===== src/rtl/bounce_generator.sv =====
// Emulates a chattering mechanical contact; optional LFSR chatter via BOUNCE_GENERATOR_LFSR_EN.
// Latency: output follows clean_in changes after BOUNCE_TICKS chatter cycles.
// Backpressure: none; clean_in is sampled every cycle.
module bounce_generator #(
    parameter int         BOUNCE_TICKS = 10,
    parameter logic [7:0] LFSR_SEED    = 8'hA5
) (
    input  logic       clk,
    input  logic       rst,
    input  logic       clean_in,
    output logic       bouncy_out,
    output logic       settling,
    output logic [7:0] settle_count
);

    localparam int             CW   = $clog2(BOUNCE_TICKS) + 1;
    localparam logic [CW-1:0] LAST = CW'(BOUNCE_TICKS - 1);

    typedef enum logic [1:0] {
        S_STABLE_0    = 2'd0,
        S_BOUNCE_TO_1 = 2'd1,
        S_STABLE_1    = 2'd2,
        S_BOUNCE_TO_0 = 2'd3
    } state_t;

    state_t          r_state;
    state_t          w_state_nxt;
    logic [CW-1:0]   r_counter;
    logic [CW-1:0]   w_counter_nxt;
    logic [7:0]      r_settle_count;
    logic            w_settle_inc;
    logic            w_pattern_bit;

`ifdef BOUNCE_GENERATOR_LFSR_EN
    // A zero seed would lock the LFSR at zero forever.
    localparam logic [7:0] SEED = (LFSR_SEED == 8'h00) ? 8'h01 : LFSR_SEED;

    logic [7:0] r_lfsr;
    logic       w_lfsr_fb;

    assign w_lfsr_fb = r_lfsr[7] ^ r_lfsr[5] ^ r_lfsr[4] ^ r_lfsr[3];

    always_ff @(posedge clk or negedge rst) begin
        if (!rst) begin
            r_lfsr <= SEED;
        end else begin
            r_lfsr <= {r_lfsr[6:0], w_lfsr_fb};
        end
    end

    assign w_pattern_bit = r_lfsr[0];
`else
    logic w_target;
    logic w_unused_seed;

    assign w_unused_seed = ^LFSR_SEED;
    assign w_target      = (r_state == S_BOUNCE_TO_1);
    assign w_pattern_bit = w_target ^ r_counter[0];
`endif

    always_ff @(posedge clk or negedge rst) begin
        if (!rst) begin
            r_state        <= S_STABLE_0;
            r_counter      <= '0;
            r_settle_count <= 8'h00;
        end else begin
            r_state   <= w_state_nxt;
            r_counter <= w_counter_nxt;
            if (w_settle_inc && (r_settle_count != 8'hFF)) begin
                r_settle_count <= r_settle_count + 8'h01;
            end
        end
    end

    // Reversal is tested before completion so a late flip never counts as a settle.
    always_comb begin
        w_state_nxt   = r_state;
        w_counter_nxt = r_counter;
        w_settle_inc  = 1'b0;
        bouncy_out    = 1'b0;
        settling      = 1'b0;
        case (r_state)
            S_STABLE_0: begin
                if (clean_in) begin
                    w_state_nxt   = S_BOUNCE_TO_1;
                    w_counter_nxt = '0;
                end
            end
            S_BOUNCE_TO_1: begin
                bouncy_out = w_pattern_bit;
                settling   = 1'b1;
                if (!clean_in) begin
                    w_state_nxt   = S_BOUNCE_TO_0;
                    w_counter_nxt = '0;
                end else if (r_counter == LAST) begin
                    w_state_nxt   = S_STABLE_1;
                    w_counter_nxt = '0;
                    w_settle_inc  = 1'b1;
                end else begin
                    w_counter_nxt = r_counter + 1'b1;
                end
            end
            S_STABLE_1: begin
                bouncy_out = 1'b1;
                if (!clean_in) begin
                    w_state_nxt   = S_BOUNCE_TO_0;
                    w_counter_nxt = '0;
                end
            end
            S_BOUNCE_TO_0: begin
                bouncy_out = w_pattern_bit;
                settling   = 1'b1;
                if (clean_in) begin
                    w_state_nxt   = S_BOUNCE_TO_1;
                    w_counter_nxt = '0;
                end else if (r_counter == LAST) begin
                    w_state_nxt   = S_STABLE_0;
                    w_counter_nxt = '0;
                    w_settle_inc  = 1'b1;
                end else begin
                    w_counter_nxt = r_counter + 1'b1;
                end
            end
            default: begin
                w_state_nxt   = S_STABLE_0;
                w_counter_nxt = '0;
            end
        endcase
    end

    assign settle_count = r_settle_count;

endmodule


===== config.mk =====
export PLATFORM = sky130hd
export DESIGN_NAME = bounce_generator
export DESIGN_NICKNAME = d
export VERILOG_FILES = /design/src/rtl/bounce_generator.sv
export SDC_FILE = /design/constraint.sdc
export NUM_CORES = 1
export LEC_CHECK = 0
export CAP_MARGIN = 10
export CORE_MARGIN = 1
export CORE_UTILIZATION = 52
export DETAILED_ROUTE_END_ITERATION = 10
export PLACE_DENSITY = 0.85
export SYNTH_ARGS = -nofsm -noshare
export SYNTH_HDL_FRONTEND = slang
export SYNTH_SLANG_ARGS = --single-unit

===== constraint.sdc =====
create_clock -name clk -period 2.2 [get_ports clk]
set_clock_uncertainty 0.05 [all_clocks]
set_input_delay 0.55 -clock clk [delete_from_list [all_inputs] [get_ports clk]]
set_output_delay 0.55 -clock clk [all_outputs]
set_load 0.05 [all_outputs]

==> flow_metrics.env, run 1 <==
export IMPL_status="finished, violations left"
export IMPL_violations="DRC"
export IMPL_synth_mux_area_frac=0.0770
export IMPL_critPathKind="register to primary output"
export IMPL_fin_ws_ns=0.0563
export IMPL_placed_area_um2=1070
export IMPL_grt_max_degree=16
export IMPL_fp_row_count=14
export IMPL_startpoint_type="register"
export IMPL_post_synth_top_area_cell="dfrtp_1"
export IMPL_clkTransAtPathRegs_ns=0.08
export IMPL_gp_congestion=0.796
export IMPL_syn_avg_cell_area_um2=11.2
export IMPL_min_from="settle_count[6]$_DFFE_PN0P_"
export IMPL_finalNonFillerCells=115
export IMPL_post_route_min_period_ns=2.14
export IMPL_gr_usage_all_layers=0.183
export IMPL_wl_per_cell_um=13.2
export IMPL_start_util=0.573
export IMPL_yosys_area_share_simple=0.199
export IMPL_cts_hold_buf=0
export IMPL_maxSlewViolCount=0
export IMPL_switching_share=0.417
export IMPL_clockBufferDepth=2
export IMPL_crit_family="buffers and inverters"
export IMPL_use_met2=0.306
export IMPL_dr_first_iter_drc_count=21
export IMPL_num_vias=639
export IMPL_yosys_register_bits=15
export IMPL_grt_busiest_layer="met2"
export IMPL_drive_above_1_share=0.212
export IMPL_endpoint_kind="primary output"
export IMPL_min_path_cells=1
export IMPL_synth_top_family_by_area="simple AND/OR/NAND/NOR gates"
export IMPL_dpl_worst_slack_ns=0.0104
export IMPL_synth_compound_area_share=0.0910
export IMPL_synth_area_um2=893
export IMPL_reg2reg_from="settle_count[0]$_DFFE_PN0P_"
export IMPL_hold_class="register to register"
export IMPL_fin_tns_setup_ns=0
export IMPL_p_int_mw=0.683
export IMPL_cp_max_fo=5
export IMPL_p_seq_frac=0.306
export IMPL_dpl_cell_count=110
export IMPL_io_pins=13
export IMPL_ys_top_cells_by_area="dfrtp_1 42%, ha_1 11%, xnor2_1 6.9%"
export IMPL_path_cells="clkdlybuf4s50_1"
export IMPL_r2r_end="settle_count[1]$_DFFE_PN0P_"
export IMPL_clock_fmax_mhz=466
export IMPL_nFillCells=103
export IMPL_ys_warn_count=0
export IMPL_synth_seq_area_share=0.420
export IMPL_rsz0062_at_grt="true"
export IMPL_grt_pass1_vias=608
export IMPL_path_buf_inv=1
export IMPL_ys_types=28
export IMPL_combPwrFrac=0.566
export IMPL_die_area_um2=1890
export IMPL_die_h_um=43.5
export IMPL_p_per_area_nw_per_um2=1050
export IMPL_drv_cap=0
export IMPL_layout_worst_path_cycle_share=0.974
export IMPL_fin_nets=111
export IMPL_numCtsBuffers=3
export IMPL_p_clk_frac=0.128
export IMPL_cp_arrival_ns=1.54
export IMPL_synth_cells=80
export IMPL_hold_end="settle_count[6]$_DFFE_PN0P_"
export IMPL_met3_usage=0.0375
export IMPL_power_leakage_nw=0.534
export IMPL_hold_viol=0
export IMPL_io_buffers=12
export IMPL_p_total_mw=1.17
export IMPL_cts_tree="built"
export IMPL_grt_util_met1=0.258
export IMPL_area_growth_pct=24.5
export IMPL_cts_max_level=1
export IMPL_setup_violations=0
export IMPL_antenna_found_initial=0
export IMPL_vias_per_cell=5.56
export IMPL_clkLatencyLatePin_ns=0.28
export IMPL_hold_ws_ns=0.460
export IMPL_synth_net_count=91
export IMPL_critPathSlowestCell="clkdlybuf4s50_1"
export IMPL_cts_num_sinks=15
export IMPL_r2r_slack_ns=0.40
export IMPL_drc=2
export IMPL_antennaDiodeCount=0
export IMPL_post_route_util=0.713
export IMPL_synth_xor_area_share=0.0784
export IMPL_stdcell_area_um2=1110
export IMPL_synth_adder_area_share=0.112
export IMPL_fp_coreArea_um2=1560
export IMPL_postRouteAntennaNets=0
export IMPL_p_sw_mw=0.488
export IMPL_die_w_um=43.5
export IMPL_slew_headroom=0.570
export IMPL_wl_mm=1.52
export IMPL_dp_hpwl_mm=1.13
export IMPL_dr_pass1_iters=7
export IMPL_synth_top_area_frac=0.420
export IMPL_peakVddDrop_v=0.000720
export IMPL_cts_root_buf="clkbuf_4"
export IMPL_worst_slew_pin_slew_ns=0.643
export IMPL_grt_overflow_total=0
export IMPL_grt_first_pass_wirelength_mm=2.60
export IMPL_reg2reg_depth=5
export IMPL_max_stage_delay_ns=0.83
export IMPL_required_ns=1.60
[worst register-to-register path, delay by kind of cell, from the launching register on]
kind / cells / cell delay, ns
flip-flops: 1 / 0.43
AO/OA/AOI/OAI: 1 / 0.30
multiplexers: 1 / 0.30
adder cells (fa/ha/maj): 1 / 0.22
buffers and inverters: 1 / 0.21
AND/OR/NAND/NOR: 1 / 0.19
[cell families after synthesis]
| group | count (synthesis) |
|---|---|
| simple gates | 28 |
| flops | 15 |
| compound gates | 10 |
| xor+xnor | 8 |
| fa+ha+maj | 8 |
| mux | 6 |
| buf+inv | 5 |
[worst max path at each step]
stage	from	endpoint	slack, ns	cells past startpoint
CTS	r_state[1]$_DFFE_PN0P_	bouncy_out	0.04	5
global placement	clean_in	r_state[1]$_DFFE_PN0P_	0.04	4
global route	r_state[1]$_DFFE_PN0P_	bouncy_out	-0.003	5
detailed placement	clean_in	settle_count[1]$_DFFE_PN0P_	0.01	5
floorplan	r_state[1]$_DFFE_PN0P_	bouncy_out	0.0003	4
finish	settle_count[4]$_DFFE_PN0P_	settle_count[4]	0.06	1
[registers in the layout, summed over array words and instances, names as in the netlist]
register	count
r_state	2
settle_count	8
r_counter	5
[layer usage]
layer	vias up	routed length, um
met5	-	0
met3	0	73
met4	0	0
li1	322	-
met1	298	711
met2	19	736
[power by group through the flow]
stage | logic, mW | registers, mW | clock network, mW
after floorplan | 0.394 | 0.352 | 0
after global placement | 0.613 | 0.359 | 0
after detailed placement | 0.633 | 0.363 | 0
after CTS | 0.647 | 0.359 | 0.153
after global routing | 0.725 | 0.365 | 0.169
final | 0.663 | 0.358 | 0.150
[synth_stat cells]
master and instances:
o31ai_1 1, inv_1 4, and3_1 2, a311oi_4 1, o21ai_0 2, a2111oi_0 1, nand2b_1 2, xor2_1 1
and2b_1 1, o41ai_1 1, mux2_4 1, and2_1 1, mux2i_1 2, ha_1 8, or3_1 1, a21oi_1 4
nand3_1 5, buf_2 1, nand4_2 1, and4_4 1, nor4b_1 1, nor2_1 2, xnor2_1 7, mux2_2 3
dfrtp_1 15, nand2_1 8, nor3_1 2, nand4bb_4 1
[placed cells by master (no fill, tap or decap), types with 2 or more instances in the layout]
cell type         n
and3_1            2
mux2_2            3
inv_1             4
nor3_1            2
buf_4             5
dfrtp_1          15
clkbuf_4          3
xnor2_1           7
nand2_1           8
nand3_1           5
buf_12            2
a21oi_1           3
nand2b_1          2
o21ai_0           2
nor2_1            2
ha_1              7
clkdlybuf4s50_1   8
mux2i_1           2
[area by class of cell]
cell class / count / area [um2] / area share
Inverter: 4 / 15.0 / 0.0135
Multi-Input combinational cell: 60 / 504 / 0.453
Sequential cell: 15 / 375 / 0.337
Timing Repair Buffer: 16 / 170 / 0.153
Tap cell: 16 / 20.0 / 0.0180
Clock inverter: 1 / 5.00 / 0.00450
Clock buffer: 3 / 22.5 / 0.0202
[what timing repair did]
| action | 4_1_cts | 5_1_grt |
|---|---|---|
| gates resized for setup | 1 | 2 |
| buffers inserted | 0 | 1 |
| endpoints found under the setup margin | 1 | 3 |
| endpoints found under the hold margin | 0 | 0 |
(Power assumes the default switching activity.)
==> inputs of run 2 (changes only) <==
Settings changed: GPL_ROUTABILITY_DRIVEN set to 0.
==> results of run 2 <==
No change in the layout: final DEF, timing and power equal those of run 1.
